**src/rtl/piso_tx.sv**
```systemverilog
// Parallel-in, serial-out transmitter: LSB-first shifting with valid strobe and end-of-word pulse.
// Optional even-parity bit after each word when PISO_PARITY_EN is defined.
module piso_tx #(
    parameter int WIDTH = 3
) (
    input  logic             clk,
    input  logic             Reset,
    input  logic [WIDTH-1:0] Din,
    input  logic             Load,
    output logic             Ready,
    output logic             O,
    output logic             O_valid,
    output logic             Done
);

    localparam int CW = $clog2(WIDTH + 1);
    localparam logic [CW-1:0] LAST_CNT = CW'(WIDTH - 1);
    localparam logic [CW-1:0] CNT_ONE  = CW'(1);

`ifdef PISO_PARITY_EN
    typedef enum logic [1:0] {
        IDLE  = 2'd0,
        SHIFT = 2'd1,
        PAR   = 2'd2
    } state_t;

    function automatic logic even_parity(input logic [WIDTH-1:0] word);
        even_parity = ^word;
    endfunction
`else
    typedef enum logic [1:0] {
        IDLE  = 2'd0,
        SHIFT = 2'd1
    } state_t;

    localparam logic [CW-1:0] PRE_LAST = CW'(WIDTH - 2);
`endif

    state_t           state_r, state_s;
    logic [CW-1:0]    cnt_r, cnt_s;
    logic [WIDTH-1:0] sreg_r, sreg_s;
    logic             valid_r, valid_s;
    logic             done_r, done_s;
    logic             ready_r, ready_s;
    logic             accept_s;
`ifdef PISO_PARITY_EN
    logic             par_r, par_s;
`endif

    // Next-state and next-output computation; outputs are registered one cycle ahead.
    always_comb begin
        state_s  = state_r;
        cnt_s    = cnt_r;
        sreg_s   = sreg_r;
        valid_s  = 1'b0;
        done_s   = 1'b0;
        ready_s  = 1'b1;
`ifdef PISO_PARITY_EN
        par_s    = par_r;
`endif
        accept_s = Load & ready_r;

        case (state_r)
            IDLE: begin
                if (accept_s) begin
                    state_s = SHIFT;
                    cnt_s   = {CW{1'b0}};
                    sreg_s  = Din;
                    valid_s = 1'b1;
                    ready_s = 1'b0;
`ifdef PISO_PARITY_EN
                    par_s   = even_parity(Din);
`endif
                end else begin
                    sreg_s = {WIDTH{1'b0}};
                end
            end
            SHIFT: begin
                if (cnt_r == LAST_CNT) begin
`ifdef PISO_PARITY_EN
                    // Parity bit takes over bit 0 so O stays a plain register bit.
                    state_s = PAR;
                    cnt_s   = cnt_r + CNT_ONE;
                    sreg_s  = {{(WIDTH-1){1'b0}}, par_r};
                    valid_s = 1'b1;
                    done_s  = 1'b1;
                    ready_s = 1'b1;
`else
                    if (accept_s) begin
                        cnt_s   = {CW{1'b0}};
                        sreg_s  = Din;
                        valid_s = 1'b1;
                        ready_s = 1'b0;
                    end else begin
                        state_s = IDLE;
                        cnt_s   = {CW{1'b0}};
                        sreg_s  = {WIDTH{1'b0}};
                    end
`endif
                end else begin
                    cnt_s   = cnt_r + CNT_ONE;
                    sreg_s  = {1'b0, sreg_r[WIDTH-1:1]};
                    valid_s = 1'b1;
`ifdef PISO_PARITY_EN
                    done_s  = 1'b0;
                    ready_s = 1'b0;
`else
                    done_s  = (cnt_r == PRE_LAST);
                    ready_s = (cnt_r == PRE_LAST);
`endif
                end
            end
`ifdef PISO_PARITY_EN
            PAR: begin
                if (accept_s) begin
                    state_s = SHIFT;
                    cnt_s   = {CW{1'b0}};
                    sreg_s  = Din;
                    par_s   = even_parity(Din);
                    valid_s = 1'b1;
                    ready_s = 1'b0;
                end else begin
                    state_s = IDLE;
                    cnt_s   = {CW{1'b0}};
                    sreg_s  = {WIDTH{1'b0}};
                end
            end
`endif
            default: begin
                state_s = IDLE;
                cnt_s   = {CW{1'b0}};
                sreg_s  = {WIDTH{1'b0}};
            end
        endcase
    end

    // State, datapath and output registers; Reset overrides everything including Load.
    always_ff @(posedge clk) begin
        if (Reset) begin
            state_r <= IDLE;
            cnt_r   <= {CW{1'b0}};
            sreg_r  <= {WIDTH{1'b0}};
            valid_r <= 1'b0;
            done_r  <= 1'b0;
            ready_r <= 1'b1;
`ifdef PISO_PARITY_EN
            par_r   <= 1'b0;
`endif
        end else begin
            state_r <= state_s;
            cnt_r   <= cnt_s;
            sreg_r  <= sreg_s;
            valid_r <= valid_s;
            done_r  <= done_s;
            ready_r <= ready_s;
`ifdef PISO_PARITY_EN
            par_r   <= par_s;
`endif
        end
    end

    assign O       = sreg_r[0];
    assign O_valid = valid_r;
    assign Done    = done_r;
    assign Ready   = ready_r;

endmodule
```
**config.mk**
```make
export PLATFORM = sky130hd
export DESIGN_NAME = piso_tx
export DESIGN_NICKNAME = d
export VERILOG_FILES = /design/src/rtl/piso_tx.sv
export SDC_FILE = /design/constraint.sdc
export NUM_CORES = 1
export LEC_CHECK = 0
export CAP_MARGIN = 15
export CORE_AREA = 2 2 39 41
export CTS_CLUSTER_SIZE = 25
export DETAILED_ROUTE_END_ITERATION = 7
export DIE_AREA = 0 0 41 43
export SKIP_CTS_REPAIR_TIMING = 1
export SYNTH_ARGS = -nofsm -noshare
export SYNTH_HDL_FRONTEND = slang
export SYNTH_SLANG_ARGS = --single-unit
```
**constraint.sdc**
```tcl
create_clock -name clk -period 1.1 [get_ports clk]
set_input_delay 0.165 -clock clk [delete_from_list [all_inputs] [get_ports clk]]
set_output_delay 0.165 -clock clk [all_outputs]
set_load 0.03 [all_outputs]
```
==> results.sh <==
export IMPL_yosysWarnings=0
export IMPL_ir_drop_mv=0.442
export IMPL_ios=10
export IMPL_syn_nets=41
export IMPL_slew_viol_final=0
export IMPL_powerDensity_mw_per_mm2=1560
export IMPL_cts_root_buffer="clkbuf_4"
export IMPL_drive_above_1_share=0.286
export IMPL_port_buffers=9
export IMPL_rsz0062_at_grt="no"
export IMPL_cp_max_fo=4
export IMPL_antenna_found_initial=0
export IMPL_tns_ns=0
export IMPL_status="finished, final reports clean"
export IMPL_hold_path_class="reg2reg"
export IMPL_grt_usage=0.0978
export IMPL_layout_worst_path_cycle_share=0.913
export IMPL_p_leak_nw=0.191
export IMPL_finalHoldViolCount=0
export IMPL_netlist_cell_type_count=15
export IMPL_grt_pass1_wl_um=1060
export IMPL_final_nets=56
export IMPL_crit_path_start_kind="primary input"
export IMPL_numCtsBuffers=3
export IMPL_cts_tree="done"
export IMPL_synth_seq_area_share=0.503
export IMPL_grt_max_degree=8
export IMPL_max_freq_mhz=996
export IMPL_end_kind="flop"
export IMPL_grt_overflow_total=0
export IMPL_wl_um=650
export IMPL_cp_top_family="buffers and inverters"
export IMPL_relSlewSlack=0.847
export IMPL_crit_path_start="Load"
export IMPL_syn_mean_instance_area_um2=10.2
export IMPL_drt_initial_drc_count=0
export IMPL_final_cell_mix="dfxtp_1 (8), buf_4 (7), a21oi_1 (5), clkdlybuf4s50_1 (5), nand3_1 (4)"
export IMPL_synth_largest_area_cell="dfxtp_1"
export IMPL_cpMaxStageDelayCell="clkdlybuf4s50_1"
export IMPL_die_area_mm2=0.00176
export IMPL_ys_ff_latch=9
export IMPL_grt_pass1_vias=278
export IMPL_cap_violations=0
export IMPL_fin_skew_ns=0.00552
export IMPL_crit_chain="clkdlybuf4s50_1 > nand2_1 > a2111oi_4"
export IMPL_drc=0
export IMPL_final_core_utilization=0.358
export IMPL_die_w_um=41
export IMPL_hp_start="sreg_r[2]$_SDFF_PP0_"
export IMPL_wl_per_cell_um=10.0
export IMPL_reg2reg_slack_ns=0.14
export IMPL_cts_sinks=9
export IMPL_setup_viol=0
export IMPL_hpwl_um=442
export IMPL_synthCells=35
export IMPL_cp_required_ns=1.26
export IMPL_antenna_diode_count=0
export IMPL_coreArea_mm2=0.00138
export IMPL_routed_top_layer="met4"
export IMPL_htree_levels=1
export IMPL_period_needed_ns=1.00
export IMPL_areaGrowthSynthToFinish_pct=38.5
export IMPL_vias_per_cell=4.46
export IMPL_mostFrequentLayoutCell="dfxtp_1"
export IMPL_insertion_delay_ns=0.26
export IMPL_wl_met3_um=46
export IMPL_worst_pin_slew_ns=0.229
export IMPL_dr_pass1_iters=1
export IMPL_route_met2_wl_um=292
export IMPL_synth_top_area_frac=0.503
export IMPL_postRouteAntennaNets=0
export IMPL_row_count=14
export IMPL_cpPeakStageDelay_ns=0.52
export IMPL_dieHeight_um=43
export IMPL_regToRegStartpoint="cnt_r[1]$_SDFFE_PP0P_"
export IMPL_wl_met1_um=296
export IMPL_syn_cell_area_um2=358
export IMPL_start_util=0.259
export IMPL_critical_path_buf_inv_count=1
export IMPL_crit_type="in2reg"
export IMPL_clkTransAtPathRegs_ns=0.05
export IMPL_synthTopCellsByArea="dfxtp_1 (50%), a2111oi_4 (7.7%), a21oi_1 (7.0%), nand3_1 (5.6%), o2bb2ai_1 (4.9%)"
export IMPL_cts_buffer_depth=2
export IMPL_gp_congestion=0.716
export IMPL_fill_cells=154
export IMPL_cp_arrival_ns=1.16
export IMPL_num_vias=290
export IMPL_p_total_w=0.000775
metrics by stage:
step,instances,setup slack [ns],hold slack [ns],area [um2]
4_1_cts,65,0.104,0.466,495
2_1_floorplan,35,0.129,0.336,359
3_3_place_gp,61,-0.135,0.445,469
5_1_grt,65,0.0237,0.480,495
6_report,65,0.0955,0.462,495
3_5_place_dp,61,-0.142,0.458,469
cells by family after synthesis:
| kind of cell | share of synthesized area |
|---|---|
| AND/OR/NAND/NOR | 0.213 |
| AO/OA/AOI/OAI | 0.238 |
| flip-flops | 0.503 |
| buffers and inverters | 0.0454 |
report_power, final:
part	internal, W	switching [W]
registers	0.000355	0.0000199
logic	0.0000753	0.0000785
clock network	0.000139	0.000107
tightest hold or removal path: stages (launching register included):
cell and delay, ns:
dfxtp_1 0.29, nand3_1 0.07, a21oi_1 0.05
flip-flops by register name (all words and copies together) (netlist names):
name,flops
sreg_r,3
cnt_r,2
Done,1
O_valid,1
Ready,1
state_r,1
final cells by class:
cell class,count,area (um2),area share
clock buffers,4,26.3,0.0530
inverters,1,3.75,0.00758
well taps,16,20.0,0.0404
repair buffers,12,103,0.207
multi-input cells,23,161,0.326
flip-flops and latches,9,181,0.366
worst paths after layout:
path / to / cells past startpoint
max: sreg_r[2]$_SDFF_PP0_ / 3
min: sreg_r[1]$_SDFF_PP0_ / 2
max reg2reg: sreg_r[2]$_SDFF_PP0_ / 2
min reg2reg: sreg_r[1]$_SDFF_PP0_ / 2
synthesized netlist by cell type:
master     n
dfxtp_1    9
nand3_1    4
nor2_1     2
o2bb2ai_1  2
inv_1      1
a2111oi_4  1
buf_2      1
buf_4      1
nor2b_2    1
nand2b_4   1
nand3b_1   1
nor3b_1    1
a21oi_1    5
nand2_1    3
a21o_1     2
layer usage:
layer  vias up  global-route usage
li1        151                   -
met1       127               0.107
met3         2              0.0471
met2        10               0.116
met5         -                   0
met4         0               0.120
No activity file was read; power rests on OpenSTA's default activity.
